<file path="src/rtl/retire_rrat_if.sv">
// ROB-head bus between the reorder buffer (master) and the retire stage (slave).
interface retire_rrat_if #(
   parameter int PHYS_W = 6
);
   logic              rob_head_valid;
   logic              rob_head_done;
   logic              rob_head_regwr;
   logic [4:0]        rob_head_archreg;
   logic [PHYS_W-1:0] rob_head_physreg;
   logic              rob_head_mispredict;
   logic [31:0]       rob_head_target;
   logic              rob_retire;

   modport master (
      output rob_head_valid, rob_head_done, rob_head_regwr, rob_head_archreg,
             rob_head_physreg, rob_head_mispredict, rob_head_target,
      input  rob_retire
   );

   modport slave (
      input  rob_head_valid, rob_head_done, rob_head_regwr, rob_head_archreg,
             rob_head_physreg, rob_head_mispredict, rob_head_target,
      output rob_retire
   );
endinterface

</file>
<file path="src/rtl/retire_rrat.sv">
// In-order retire stage: commits the ROB head, maintains the retirement RAT,
// returns superseded physical registers to the free list and raises a flush
// on a mispredicted head, then holds off commits while the front end rebuilds.
module retire_rrat #(
   parameter int PHYS_W     = 6,
   parameter int FLUSH_HOLD = 2
) (
   input  logic              CLK,
   input  logic              RESET,
   input  logic              STALL,
   retire_rrat_if.slave      rob,
   output logic [PHYS_W-1:0] rrat_map [32],
   output logic              rrat_free,
   output logic [PHYS_W-1:0] rrat_free_reg,
   output logic              FLUSH,
   output logic [31:0]       flush_pc,
   output logic [31:0]       retired_count
);

   typedef enum logic {
      RUN,
      HOLD
   } state_t;

   localparam logic [3:0] HOLD_INIT = 4'(FLUSH_HOLD);

   state_t            state;
   logic [3:0]        hold_cnt;
   logic              commit;
   logic              do_free;
   logic [PHYS_W-1:0] old_phys;

   // Commit decision and lookup of the mapping about to be superseded
   always_comb begin
      commit   = (state == RUN) && !STALL && rob.rob_head_valid && rob.rob_head_done;
      old_phys = rrat_map[rob.rob_head_archreg];
      do_free  = commit && rob.rob_head_regwr && (rob.rob_head_archreg != '0)
                 && (rob.rob_head_physreg != old_phys);
   end

   assign rob.rob_retire = commit;

   // Retirement RAT: identity map out of reset, updated by each freeing commit
   always_ff @(posedge CLK or negedge RESET) begin
      if (!RESET) begin
         for (int unsigned i = 0; i < 32; i++) begin
            rrat_map[i] <= PHYS_W'(i);
         end
      end else if (do_free) begin
         rrat_map[rob.rob_head_archreg] <= rob.rob_head_physreg;
      end
   end

   // Free-list return pulse and committed-instruction counter
   always_ff @(posedge CLK or negedge RESET) begin
      if (!RESET) begin
         rrat_free     <= 1'b0;
         rrat_free_reg <= '0;
         retired_count <= '0;
      end else begin
         rrat_free <= do_free;
         if (do_free) begin
            rrat_free_reg <= old_phys;
         end
         if (commit) begin
            retired_count <= retired_count + 32'd1;
         end
      end
   end

   // Flush sequencing: one-cycle FLUSH pulse, then a stall-aware hold countdown
   always_ff @(posedge CLK or negedge RESET) begin
      if (!RESET) begin
         state    <= RUN;
         hold_cnt <= '0;
         FLUSH    <= 1'b0;
         flush_pc <= '0;
      end else begin
         FLUSH <= 1'b0;
         case (state)
            RUN: begin
               if (commit && rob.rob_head_mispredict) begin
                  FLUSH    <= 1'b1;
                  flush_pc <= rob.rob_head_target;
                  state    <= HOLD;
                  hold_cnt <= HOLD_INIT;
               end
            end
            HOLD: begin
               // Leaving on the edge that consumes the last count gives exactly
               // FLUSH_HOLD non-stalled cycles without commit.
               if (!STALL) begin
                  if (hold_cnt <= 4'd1) begin
                     hold_cnt <= '0;
                     state    <= RUN;
                  end else begin
                     hold_cnt <= hold_cnt - 4'd1;
                  end
               end
            end
            default: state <= RUN;
         endcase
      end
   end

endmodule

</file>
<file path="src/flat_wrapper.sv">
// flat-port wrapper written by rule: the top's interface ports become plain ports
module retire_rrat_flat 
#(
   parameter int PHYS_W     = 6,
   parameter int FLUSH_HOLD = 2
)
  (CLK, RESET, STALL, rrat_map, rrat_free, rrat_free_reg, FLUSH, flush_pc, retired_count, rob_rob_head_valid, rob_rob_head_done, rob_rob_head_regwr, rob_rob_head_archreg, rob_rob_head_physreg, rob_rob_head_mispredict, rob_rob_head_target, rob_rob_retire);
  retire_rrat_if #(.PHYS_W(PHYS_W)) rob_i ();
  input  logic CLK;
  input  logic RESET;
  input  logic STALL;
  output logic [PHYS_W-1:0] rrat_map[32];
  output logic rrat_free;
  output logic [PHYS_W-1:0] rrat_free_reg;
  output logic FLUSH;
  output logic [31:0] flush_pc;
  output logic [31:0] retired_count;
  input wire logic [$bits(rob_i.rob_head_valid)-1:0] rob_rob_head_valid;
  input wire logic [$bits(rob_i.rob_head_done)-1:0] rob_rob_head_done;
  input wire logic [$bits(rob_i.rob_head_regwr)-1:0] rob_rob_head_regwr;
  input wire logic [$bits(rob_i.rob_head_archreg)-1:0] rob_rob_head_archreg;
  input wire logic [$bits(rob_i.rob_head_physreg)-1:0] rob_rob_head_physreg;
  input wire logic [$bits(rob_i.rob_head_mispredict)-1:0] rob_rob_head_mispredict;
  input wire logic [$bits(rob_i.rob_head_target)-1:0] rob_rob_head_target;
  output wire logic [$bits(rob_i.rob_retire)-1:0] rob_rob_retire;
  assign rob_i.rob_head_valid = rob_rob_head_valid;
  assign rob_i.rob_head_done = rob_rob_head_done;
  assign rob_i.rob_head_regwr = rob_rob_head_regwr;
  assign rob_i.rob_head_archreg = rob_rob_head_archreg;
  assign rob_i.rob_head_physreg = rob_rob_head_physreg;
  assign rob_i.rob_head_mispredict = rob_rob_head_mispredict;
  assign rob_i.rob_head_target = rob_rob_head_target;
  assign rob_rob_retire = rob_i.rob_retire;
  retire_rrat #(.PHYS_W(PHYS_W), .FLUSH_HOLD(FLUSH_HOLD)) u_core (.CLK(CLK), .RESET(RESET), .STALL(STALL), .rob(rob_i), .rrat_map(rrat_map), .rrat_free(rrat_free), .rrat_free_reg(rrat_free_reg), .FLUSH(FLUSH), .flush_pc(flush_pc), .retired_count(retired_count));
endmodule
</file>
<file path="config.mk">
export PLATFORM = sky130hd
export DESIGN_NAME = retire_rrat_flat
export DESIGN_NICKNAME = d
export VERILOG_FILES = /design/src/rtl/retire_rrat_if.sv /design/src/rtl/retire_rrat.sv /design/src/flat_wrapper.sv
export SDC_FILE = /design/constraint.sdc
export NUM_CORES = 1
export LEC_CHECK = 0
export ABC_CLOCK_PERIOD_IN_PS = 3100
export BUFFER_PORTS_ARGS = -buffer_cell sky130_fd_sc_hd__buf_2
export CAP_MARGIN = 40
export CORE_ASPECT_RATIO = 1.5
export CORE_MARGIN = 5
export CORE_UTILIZATION = 45
export CTS_BUF_LIST = sky130_fd_sc_hd__clkbuf_4 sky130_fd_sc_hd__clkbuf_8
export CTS_CLUSTER_SIZE = 14
export DETAILED_ROUTE_END_ITERATION = 10
export GPL_TIMING_DRIVEN = 0
export HOLD_SLACK_MARGIN = 0.15
export PLACE_DENSITY = 0.69
export SETUP_SLACK_MARGIN = 0.1
export SYNTH_ARGS = -nofsm -noshare
export SYNTH_HDL_FRONTEND = slang
export SYNTH_SLANG_ARGS = --single-unit
</file>
<file path="constraint.sdc">
create_clock -name CLK -period 3.1 [get_ports CLK]
set_input_delay 0.465 -clock CLK [delete_from_list [all_inputs] [get_ports CLK]]
set_output_delay 0.465 -clock CLK [all_outputs]
set_load 0.05 [all_outputs]
</file>
# Yosys cells after proc, flatten, opt, wreduce, memory -nomap -nowiden
# Cells that the tools add are included.
[classes]
addsub = 2
magnitude_cmp = 3
n_eq_ne = 3
mux = 15
bitwise_logic = 2
n_reduce_logical = 12
[ops]
columns = ["cell", "n"]
rows = [
  ["$bwmux W192", 1],
  ["$add A32 B1 Y32 const B", 1],
  ["$bmux W6 S5", 1],
  ["$demux W6 S5", 1],
  ["$mux W6", 3],
  ["$mux W4", 3],
  ["$logic_and A1 B1 Y1", 8],
  ["$pmux W4 S2", 1],
  ["$ge A6 B6 Y1 const B", 1],
  ["$lt A6 B1 Y1 const B", 1],
  ["$ne A6 B6 Y1", 1],
  ["$not A5 Y6", 1],
  ["$reduce_bool A5 Y1", 1],
  ["$le A4 B1 Y1 const B", 1],
  ["$mux W1", 4],
  ["$ne A2 B2 Y1 const B", 2],
  ["$reduce_and A2 Y1", 2],
  ["$sub A4 B1 Y4 const B", 1],
  ["$pmux W1 S2", 1],
  ["$logic_not A1 Y1", 1],
  ["$not A1 Y1", 1],
]
[totals]
regBits = 269
inputBits = 50
out_inout_bits = 265
elab_cells = 76

# Longest topological paths before layout
# Gate-level depths: netlist of the first run.
[logic_depth]
word_depth = 7
depth_mapped = 12
depth_no_buf = 7

# Least setup slack after synthesis of the first run
# OpenSTA, ideal clock, no wires.
[synth_timing]
kind = "input -> register"
start = "input port rob_rob_head_archreg[1]"
end = "register u_core.rrat_map[100] (netlist name)"
t_arrival_ns = 2.802
required_ns = 2.975
path_slack_ns = 0.173
path_stages = 11
n_path_buf = 4
cell_sequence = "buf_2 -> buf_2 -> mux2i_1 -> o22ai_1 -> nor4_1 -> nand3_1 -> and4b_1 -> buf_6 -> buf_8 -> a31oi_4 -> mux2_4"
[synth_between]
elab_chain_len = 6
elab_cells_between_ends = 14
classes_between = "order compare: 2; eq/ne: 1; mux: 6; bitwise: 1; reduce/logical: 4"
[synth_lines]
columns = ["element", "line_no", "source"]
rows = [
  ["start: declaration", "flat_wrapper.sv:21", "input wire logic [$bits(rob_i.rob_head_archreg)-1:0] rob_rob_head_archreg;"],
  ["$not A5 Y6 (implied by the code)", "retire_rrat.sv:36, retire_rrat.sv:50", ""],
  ["$bmux W6 S5 (tied with other cells)", "retire_rrat.sv:36", "old_phys = rrat_map[rob.rob_head_archreg];"],
  ["$mux W6 (implied by the code) or $logic_and A1 B1 Y1 (tied branches)", "retire_rrat.sv:36, retire_rrat.sv:50", ""],
  ["$mux W6 (on tied branches)", "retire_rrat.sv:36, retire_rrat.sv:50", ""],
  ["$ne A6 B6 Y1 or $demux W6 S5 (tied branches)", "retire_rrat.sv:38, retire_rrat.sv:50", ""],
  ["$logic_and A1 B1 Y1 or $bwmux W192 (tied branches)", "retire_rrat.sv:38, retire_rrat.sv:50", ""],
  ["end signal: indexed assignment", "retire_rrat.sv:47", "rrat_map[i] <= PHYS_W'(i);"],
  ["end signal: indexed assignment", "retire_rrat.sv:50", "rrat_map[rob.rob_head_archreg] <= rob.rob_head_physreg;"],
  ["end: declaration", "retire_rrat.sv:12", "output logic [PHYS_W-1:0] rrat_map [32],"],
]
# Parallel ways exist; a longest one is shown, timed or not. The select of a mux whose other input is x is not followed.
# A chain may end at the register's enable or synchronous reset.

# Worst setup path after layout of the first run
[layout_timing]
start = "input port rob_rob_head_archreg[1]"
end = "register u_core.rrat_free_reg[0]"
[layout_between]
elab_chain_len = 6
elab_cells_between_ends = 8
classes_between = "eq/ne: 1; mux: 3; bitwise: 1; reduce/logical: 3"
[layout_lines]
columns = ["element", "line_no", "source"]
rows = [
  ["$not A5 Y6 (implied by the code)", "retire_rrat.sv:36", ""],
  ["$bmux W6 S5", "retire_rrat.sv:36", ""],
  ["$mux W6 (implied by the code) (2 in series)", "retire_rrat.sv:36", ""],
  ["$ne A6 B6 Y1", "retire_rrat.sv:38", "&& (rob.rob_head_physreg != old_phys);"],
  ["$logic_and A1 B1 Y1", "retire_rrat.sv:38", ""],
  ["end signal: assignment", "retire_rrat.sv:63", "rrat_free_reg <= old_phys;"],
  ["end: declaration", "retire_rrat.sv:14", "output logic [PHYS_W-1:0] rrat_free_reg,"],
]
# Parallel ways exist; a longest one is shown, timed or not. The select of a mux whose other input is x is not followed.

==> results of run 1 <==
-- routing by layer --
metal / up-vias / part of all wire (%)
li1: 4549 / -
met1: 5280 / 38
met2: 433 / 51
met3: 123 / 5.3
met4: 0 / 6.0
met5: - / 0
-- critical path, stage by stage --
cell	delay, ns
buf_2	0.18
buf_4	0.31
mux2i_1	0.43
o22ai_1	0.20
nor4_2	0.39
nand3_1	0.12
and4b_1	0.24
buf_6	0.15
a31oi_4	0.30
buf_4	0.27
mux2_1	0.35
-- cell families after synthesis --
| logic type | Yosys count | synth area share (%) |
|---|---|---|
| fa+ha+maj | 3 | 0.2741 |
| xor+xnor | 32 | 2.046 |
| flops | 269 | 49.88 |
| mux | 279 | 25.85 |
| simple gates | 199 | 7.729 |
| compound gates | 137 | 10.05 |
| buf+inv | 111 | 4.175 |
-- cells in the mapped netlist, types with 4 or more instances --
master       n
nand2b_1     4
nor3_1       4
nand4_1      5
nor2b_1      7
a311oi_2     5
xor2_1       9
xnor2_1     23
dfstp_2     80
buf_6        9
nand4b_1     4
nor2_1      45
dfrtp_1    189
a21oi_1      4
buf_4        4
a31oi_4     23
nor4_1      12
nand3_1     43
a21o_1       4
inv_1       34
buf_1        4
o22ai_1     49
o2bb2ai_1   30
mux2i_1     96
mux2_2      40
or4b_1       4
buf_2       22
mux2_1       5
and3_1       8
and2_1      12
nand2_1     36
clkbuf_1    34
a32o_1      12
mux2_4     138
buf_8        4
nand4bb_1    6
o21ai_0      6
-- per-stage QoR --
step           area [µm²]  hold slack (ns)  power [W]  TNS (ns)
6_report            17490           0.2004    0.01066         0
5_1_grt             17490           0.1982    0.01104         0
4_1_cts             17290           0.1735    0.01069         0
3_5_place_dp        15800           0.4587   0.007246   -149.77
3_3_place_gp        15730           0.4515   0.007187   -872.65
2_1_floorplan       13700           0.1694   0.006397         0
-- final timing paths --
path	end	slack, ns	cells past startpoint
setup / recovery	u_core.rrat_free_reg[0]	0.12	11
hold / removal	u_core.hold_cnt[1]	0.20	3
setup reg to reg	u_core.rrat_free_reg[0]	0.22	9
hold reg to reg	u_core.retired_count[31]	0.47	1
max in group asynchronous	u_core.rrat_map[123]	1.26	4
min in group asynchronous	u_core.rrat_free	0.45	2
-- cell type report --
cell class                      instances  area, µm²
Clock buffer                           68      829.5
Sequential cell                       269       6832
Inverter                               34      127.6
Multi-Input combinational cell        650       6518
Tap cell                              400      500.5
Antenna cell                            1      2.502
Buffer                                 76      467.9
Timing Repair Buffer                  352       2082
Fill cell                            2471      12660
Clock inverter                         14      132.6
-- timing repair --
action / CTS / global route
pin swaps: 0 / 8
gates cloned: 0 / 0
hold buffers: 34 / 0
resized for setup: 34 / 13
endpoints found under the hold margin: 81 / 0
buffers inserted: 0 / 8
setup endpoints to repair: 193 / 170
-- power groups by stage --
| stage | combinational [W] | clock (W) | sequential [W] |
|---|---|---|---|
| 5_1_grt | 0.00314 | 0.00360 | 0.00431 |
| 4_1_cts | 0.00301 | 0.00343 | 0.00425 |
| 6_report | 0.00301 | 0.00339 | 0.00426 |
| 3_3_place_gp | 0.00290 | 0 | 0.00429 |
| 2_1_floorplan | 0.000838 | 0 | 0.00556 |
| 3_5_place_dp | 0.00294 | 0 | 0.00430 |
==> reports/results.ini, run 1 <==
[status]
status=completed

[cells_and_area]
finalNonFillerCells=1864
mostFrequentLayoutCells=319 x buf_2, 189 x dfrtp_1, 138 x mux2_4
finish.utilization_pct=58.00
regMostFlops=u_core.rrat_map
layout_commonest_cell=buf_2
area_growth_syn_to_layout_pct=27.72
final_net_count=1480
largestRegisters=u_core.rrat_map x192, u_core.flush_pc x32, u_core.retired_count x32
drive_gt1_share_pct=51.74
largest_register_ffs=192

[worst_hold_path]
hold_start=STALL
hold_class=input pin to register

[clocking]
clock_latency_ns=0.61
clock_sinks=269
h-tree-depth=2
clk_pin_slew_ns=0.06
cts_tree=done
cts.path.max_buffers=3
numCtsBuffers=44
cts_root_buf=clkbuf_8

[logic_synthesis]
syn_inst=1030
synthFlopType=dfrtp_1
ys_types=47
ys_warn_count=0
synth_area_leaders=dfrtp_1 35%, dfstp_2 15%, mux2_4 15%
ys_ff_latch=269
synthesis.area_um2=13700
post-synth-top-area-fraction_pct=34.53
postSynthAreaPerCell_um2=13.30
async_flop_share_pct=100.0
syn-num-nets=1083
synth-edff-count=0
synth_seq_area_share_pct=49.88
synth_top_area_cell=dfrtp_1

[critical_path]
cp.required_ns=3.55
path_class=input pin to register
r2r_start=u_core.rrat_map[58]
worstPathMaxFanout=10
cp-startpoint=rob_rob_head_archreg[1]
end_kind=register
start_kind=input pin
crit_arrival_ns=3.43

[floorplanning]
io_pins=315
start_util_pct=45.42
die_w_um=152.4
coreArea_um2=30160
row_count=78
chipHeight_um=223.7
dieArea_um2=34100

[route]
totalWireLength_um=47950
drtIter0Drc=746
route.vias.total=10390
first_pass_iters=4
wl_per_cell_um=25.73
drc=0
via_per_inst=5.571
ant_nets=0

[timing]
fmax_ghz=0.3361
rsz0062_at_grt=no
finalSetupViolCount=0
fin_crit_sh_pct=95.98
final.setup.worst_slack_ns=0.1246
slew_headroom_pct=44.48
drv_slew=0
hold_viol_final=0
skew_ns=0.03894
min_period_ns=2.975
worst_slew_pin_slew_ns=0.8327

[placed_design]
gp_congestion=0.9558
place_ws_ns=-0.9260
io_buffers=307
placed_cells=1740
dp_hpwl_um=35440

[grt]
grt_pass1_vias=10880
grt_usage_pct=27.09
antenna_found_initial=1
use_met1_pct=32.00
grt_overflow_total=0
grt_first_pass_wirelength_um=70100
grt_max_degree=94
met2_usage_pct=47.26
top_usage_layer=met2
use_met3_pct=4.523

[power_and_ir_drop]
power_density_nw_per_um2=609.7
p_comb_share_pct=28.3
ir_worst_vdd_uv=624.5
clkPwrFrac_pct=31.8
p_sw_w=0.003983
p_seq_share_pct=40.0
power.internal_w=0.006681
p_sw_share_pct=37.35
p_leak_nw=8.353

[job]
maxCapViolations=0

(Power assumes the default switching activity.)
==> run 2: changes to the inputs <==
--- a/config.mk
+++ b/config.mk
@@ -10,13 +10,12 @@
 export CAP_MARGIN = 40
 export CORE_ASPECT_RATIO = 1.5
 export CORE_MARGIN = 5
-export CORE_UTILIZATION = 45
+export CORE_UTILIZATION = 25
 export CTS_BUF_LIST = sky130_fd_sc_hd__clkbuf_4 sky130_fd_sc_hd__clkbuf_8
 export CTS_CLUSTER_SIZE = 14
 export DETAILED_ROUTE_END_ITERATION = 10
 export GPL_TIMING_DRIVEN = 0
 export HOLD_SLACK_MARGIN = 0.15
-export PLACE_DENSITY = 0.69
 export SETUP_SLACK_MARGIN = 0.1
 export SYNTH_ARGS = -nofsm -noshare
 export SYNTH_HDL_FRONTEND = slang
==> reports/results.ini, run 2 (synthesized netlist as in run 1, its figures left out) <==
[status]
status=completed

[worst_hold_path]
hold_class=input pin to register
whs_endpoint=u_core.hold_cnt[1]
min_path_cells=3  ; unchanged
hold_start=STALL

[route]
drtIter0Drc=645  ; -14%
wl_per_cell_um=26.32  ; +2.3%
totalWireLength_um=56750  ; +18%
drc=0  ; unchanged
ant_nets=0  ; unchanged
via_per_inst=4.776  ; -14%
first_pass_iters=4  ; unchanged
route.vias.total=10300  ; -0.84%

[floorplanning]
chipHeight_um=296.7  ; +33%
coreArea_um2=54520  ; +81%
row_count=105  ; +35%
start_util_pct=25.12  ; -20 points
die_w_um=201.1  ; +32%
io_pins=315  ; unchanged
dieArea_um2=59660  ; +75%

[cells_and_area]
finish.utilization_pct=33.06  ; -25 points
mostFrequentLayoutCells=318 x buf_2, 189 x dfrtp_1, 138 x mux2_4
regMostFlops=u_core.rrat_map
largestRegisters=u_core.rrat_map x192, u_core.flush_pc x32, u_core.retired_count x32
final_net_count=1478  ; -0.14%
largest_register_ffs=192  ; unchanged
area_growth_syn_to_layout_pct=31.60
drive_gt1_share_pct=53.26  ; +1.5 points
layout_commonest_cell=buf_2

[timing]
min_period_ns=2.967  ; -0.008595 ns
worst_slew_pin_slew_ns=0.9092  ; +0.07647 ns
fin_crit_sh_pct=95.70  ; -0.28 points
rsz0062_at_grt=no
drv_slew=0  ; unchanged
hold_viol_final=0  ; unchanged
skew_ns=0.02036  ; -0.01858 ns
fmax_ghz=0.3371  ; +0.29%
final.setup.worst_slack_ns=0.1332  ; +0.008595 ns
finalSetupViolCount=0  ; unchanged
slew_headroom_pct=39.39  ; -5.1 points

[clocking]
clk_pin_slew_ns=0.07  ; about the same
cts_root_buf=clkbuf_8
h-tree-depth=2  ; unchanged
cts_tree=done
clock_sinks=269  ; unchanged
numCtsBuffers=43  ; -2.3%
clock_latency_ns=0.57  ; -0.04 ns
cts.path.max_buffers=3  ; unchanged

[placed_design]
io_buffers=307  ; unchanged
dp_hpwl_um=43710  ; +23%
gp_congestion=0.9160  ; -4.2%
place_ws_ns=-1.166  ; -0.2398 ns

[critical_path]
reg2reg_depth=9  ; unchanged
crit_arrival_ns=3.42  ; about the same
path_class=input pin to register
regToRegSetupSlack_ns=0.22  ; about the same
r2r_start=u_core.rrat_map[174]
end_kind=register
r2r-end=u_core.rrat_map[179]
worstPathMaxFanout=10  ; unchanged
start_kind=input pin
cp.required_ns=3.55  ; about the same

[power_and_ir_drop]
p_comb_share_pct=28.8  ; +0.5 points
ir_worst_vdd_uv=235.9  ; -62%
p_leak_nw=8.333  ; -0.24%
power.internal_w=0.006778  ; +1.5%
p_sw_share_pct=37.71  ; +0.36 points
p_sw_w=0.004104  ; +3.0%
clkPwrFrac_pct=32.0  ; +0.2 points
p_seq_share_pct=39.2  ; -0.8 points
power_density_nw_per_um2=603.8  ; -0.97%

[grt]
grt_overflow_total=0  ; unchanged
grt_first_pass_wirelength_um=79540  ; +13%
grt_max_degree=124  ; +32%
grt_usage_pct=18.08  ; -9.0 points
antenna_found_initial=2  ; +1
grt_pass1_vias=10860  ; -0.18%

[job]
maxCapViolations=0  ; unchanged

-- run 2: power by group through the flow --
stage	Sequential [W]	Combinational [W]	Clock (W)
after floorplan	0.00556	0.000838	0
after global placement	0.00428	0.00300	0
after detailed placement	0.00431	0.00305	0
after CTS	0.00425	0.00312	0.00358
after global routing	0.00431	0.00326	0.00370
final	0.00427	0.00314	0.00348
-- run 2: metrics by stage --
step,setup TNS [ns],total power [W],hold slack (ns),cell area (µm²),std cells
detailed placement,-179.97,0.007359,0.3580,16210,2038
finish,0,0.01088,0.2331,18020,2156
floorplan,0,0.006397,0.1694,13700,1030
global placement,-918.16,0.007284,0.4582,16100,2032
global route,0,0.01128,0.2167,18020,2156
CTS,0,0.01096,0.1907,17770,2151
-- run 2: routing by layer --
layer / global-route usage [%] / vias up / share of wire, %
li1: - / 4559 / -
met1: 19.29 / 5267 / 36
met2: 31.45 / 342 / 50
met3: 5.365 / 130 / 7.1
met4: 11.37 / 0 / 6.6
met5: 0 / - / 0
-- run 2: worst max-delay path by stage --
stage | startpoint | endpoint | cells past startpoint
finish | rob_rob_head_archreg[1] | u_core.rrat_map[179] | 11
global route | rob_rob_head_archreg[3] | u_core.rrat_map[178] | 12
CTS | rob_rob_head_archreg[3] | u_core.rrat_free_reg[3] | 12
detailed placement | rob_rob_head_archreg[1] | u_core.rrat_free_reg[4] | 11
global placement | RESET | u_core.flush_pc[18] | 1
floorplan | rob_rob_head_archreg[1] | u_core.rrat_map[100] | 11
-- run 2: repair_timing --
item	in CTS	in global routing
pin swaps	1	6
endpoints found under the hold margin	69	0
resized for setup	46	49
endpoints found under the setup margin	193	173
hold buffers	34	0
buffers inserted	1	3
-- run 2: area by class of cell --
cell class              count  area [µm²]
inverters                  34       127.6
multi-input cells         650        6671
well taps                 695       869.6
flip-flops and latches    269        6832
diodes                      2       5.005
clock inverters             8       96.34
repair buffers            351        2014
clock buffers              71       877.1
plain buffers              76       530.5
fillers                  5341       36500
-- run 2: critical path, cell delays in order --
cell	delay [ns]
clkbuf_4	0.24
buf_8	0.24
mux2i_1	0.42
o22ai_1	0.18
nor4_4	0.44
nand3_1	0.11
and4b_1	0.22
buf_6	0.14
buf_6	0.18
a31oi_4	0.43
mux2_4	0.34
==> run 3: changes to the inputs <==
--- a/config.mk
+++ b/config.mk
@@ -5,6 +5,7 @@
 export SDC_FILE = /design/constraint.sdc
 export NUM_CORES = 1
 export LEC_CHECK = 0
+export ABC_AREA = 1
 export ABC_CLOCK_PERIOD_IN_PS = 3100
 export BUFFER_PORTS_ARGS = -buffer_cell sky130_fd_sc_hd__buf_2
 export CAP_MARGIN = 40
==> reports/results.ini, run 3 <==
[power_and_ir_drop]
p_leak_nw=9.707  ; +16%
ir_worst_vdd_uv=306.1  ; +30%
power_density_nw_per_um2=584.1  ; -3.3%
p_total_w=0.01026  ; -5.8%

[logic_synthesis]
post-synth-top-area-fraction_pct=34.41  ; -0.13 points
syn-num-nets=1868  ; +72%
ys_top_cells_by_count=953 x nand2_1, 197 x nand4_1, 189 x dfrtp_1, 80 x dfstp_2, 72 x nand3_1
ys_ff_latch=269  ; unchanged
synthesis.area_um2=13750  ; +0.37%
syn_inst=1815  ; +76%
synth_most_common_cell=nand2_1
synth-edff-count=0  ; unchanged
ys_warn_count=0  ; unchanged
synth_area_leaders=dfrtp_1 34%, nand2_1 26%, dfstp_2 15%
synth_seq_area_share_pct=49.70  ; -0.18 points
ys_types=28  ; -40%
postSynthAreaPerCell_um2=7.573  ; -43%
synth_top_area_cell=dfrtp_1
synthFlopType=dfrtp_1
async_flop_share_pct=100.0  ; unchanged

[floorplanning]
row_count=105  ; unchanged
dieArea_um2=59870  ; +0.35%
die_w_um=201.5  ; +0.17%
chipHeight_um=297.2  ; +0.18%
io_pins=315  ; unchanged
coreArea_um2=54650  ; +0.24%
start_util_pct=25.15  ; +0.031 points

[placed_design]
dp_hpwl_um=46410  ; +6.2%
placed_cells=2823  ; +39%
io_buffers=307  ; unchanged
gp_congestion=0.9446  ; +3.1%
placed_cell_area_um2=16270  ; +0.37%

[timing]
tns_ns=0  ; unchanged
fmax_ghz=0.3481  ; +3.3%
slew_headroom_pct=36.93  ; -2.5 points
worst_slew_pin_slew_ns=0.9388  ; +0.02956 ns
drv_slew=0  ; unchanged
hold_ws_ns=0.1958  ; -0.03727 ns
skew_ns=0.04993  ; +0.02956 ns
finalSetupViolCount=0  ; unchanged
rsz0062_at_grt=no
fin_crit_sh_pct=92.68  ; -3.0 points
hold_viol_final=0  ; unchanged
min_period_ns=2.873  ; -0.09390 ns

[route]
first_pass_iters=6  ; +2
wl_per_cell_um=21.21  ; -19%
totalWireLength_um=62390  ; +9.9%
ant_nets=0  ; unchanged
drtIter0Drc=1347  ; +110%
via_per_inst=5.005  ; +4.8%
route.vias.total=14720  ; +43%
drc=0  ; unchanged

[critical_path]
start_kind=input pin
reg2reg_depth=10  ; +1
r2r-end=u_core.rrat_map[114]
regToRegSetupSlack_ns=0.31  ; +0.09 ns
crit_arrival_ns=3.34  ; -0.08 ns
end_kind=register
r2r_start=u_core.state
path_class=input pin to register
cp.required_ns=3.57  ; +0.02 ns
worstPathMaxFanout=10  ; unchanged

[grt]
grt_first_pass_wirelength_um=91020  ; +14%
grt_overflow_total=0  ; unchanged
grt_max_degree=116  ; -6.5%
antenna_found_initial=5  ; +3
grt_usage_pct=19.85  ; +1.8 points
grt_pass1_vias=14260  ; +31%

[clocking]
numCtsBuffers=44  ; +2.3%
h-tree-depth=2  ; unchanged
clock_latency_ns=0.61  ; +0.04 ns
cts_root_buf=clkbuf_8
cts_tree=done
clk_pin_slew_ns=0.07  ; about the same
cts.path.max_buffers=3  ; unchanged
clock_sinks=269  ; unchanged
cts_setup_buffers=0  ; -1

[status]
status=completed

[cells_and_area]
layout_commonest_cell=nand2_1
largest_register_ffs=192  ; unchanged
mostFrequentLayoutCells=953 x nand2_1, 332 x buf_2, 197 x nand4_1
largestRegisters=u_core.rrat_map x192, u_core.flush_pc x32, u_core.retired_count x32
final_net_count=2261  ; +53%
drive_gt1_share_pct=24.84  ; -28 points
regMostFlops=u_core.rrat_map
finalNonFillerCells=2941  ; +36%
final_area_um2=17560  ; -2.6%
area_growth_syn_to_layout_pct=27.74

[worst_hold_path]
hold_start=rob_rob_head_physreg[0]
hold_class=input pin to register
whs_endpoint=u_core.rrat_map[180]
min_path_cells=3  ; unchanged

[job]
maxCapViolations=0  ; unchanged

## run 3: changes by cell type after synthesis, sizes merged, moves of 16 or more
| cell | delta |
|---|---|
| o2bb2ai | -30 |
| nor2 | +19 |
| mux2 | -183 |
| a31oi | -24 |
| nand3 | +53 |
| mux2i | -96 |
| nand4 | +192 |
| nand2 | +918 |
| buf | +28 |
| inv | +16 |
| o22ai | -48 |
## run 3: worst max path at each step
stage                                  from                   end
floorplan                             STALL  u_core.rrat_map[102]
global placement                      RESET  u_core.rrat_map[191]
detailed placement  rob_rob_head_archreg[1]   u_core.rrat_map[37]
CTS                            u_core.state   u_core.rrat_map[75]
global route        rob_rob_head_archreg[1]   u_core.rrat_map[32]
finish              rob_rob_head_archreg[1]   u_core.rrat_map[37]
## run 3: worst max-delay path: stages
cell	delay, ns
buf_2	0.10
inv_1	0.09
buf_2	0.32
buf_1	0.55
nand2_1	0.13
nand2_1	0.11
nand2_1	0.06
nand2_1	0.14
nor2_1	0.07
nand2_1	0.18
nand2_1	0.07
nand2_1	0.06
nor2_1	0.04
nand3_1	0.07
buf_4	0.23
buf_4	0.26
nand3_2	0.19
nand2_1	0.12
nand2_1	0.06
## run 3: cell families after synthesis
family | share of synthesized area [%]
xor gates and xnor gates | 1.975
DFF | 49.70
AOI/OAI and AO/OA | 0.4006
adders and majority gates | 0.2731
buffers and inverters | 5.598
and+or+nand+nor | 42.05
## run 3: metrics by stage
| step | util, % | setup slack (ns) |
|---|---|---|
| 5_1_grt | 32.13 | 0.1018 |
| 3_5_place_dp | 29.77 | -0.3571 |
| 6_report | 32.13 | 0.2271 |
| 4_1_cts | 32.08 | 0.1666 |
| 2_1_floorplan | - | 0.5977 |
| 3_3_place_gp | 29.55 | -3.423 |
## run 3: what timing repair did
item / CTS / global route
endpoints found under the setup margin: 112 / 144
endpoints found under the hold margin: 87 / 0
resized for setup: 3 / 14
hold buffers: 34 / 0
## run 3: final cells by class
class                      count  area (µm²)
timing repair buffer         347        1994
antenna                        4       10.01
sequential                   269        6832
inverter                      50       187.7
multi-input combinational   1378        6145
tap                          695       869.6
clock buffer                  71       845.8
fill                        5883       37090
clock inverter                 9       72.57
buffer                       118       601.8
## run 3: routing by layer
layer	global-route usage, %	part of all wire (%)	up-vias	routed length, µm
li1	-	-	6702	-
met1	22.74	36	6978	22670
met2	32.13	46	796	28840
met3	5.485	9.5	242	5923
met4	13.63	7.9	2	4953
met5	0	0.013	-	8
## run 3: report_power, final
part	switching, W	internal [W]	leakage (nW)
Combinational	0.00212	0.000565	5.84
Sequential	0.000288	0.00391	3.37
Clock	0.00156	0.00181	0.498
Total	0.00397	0.00629	9.71
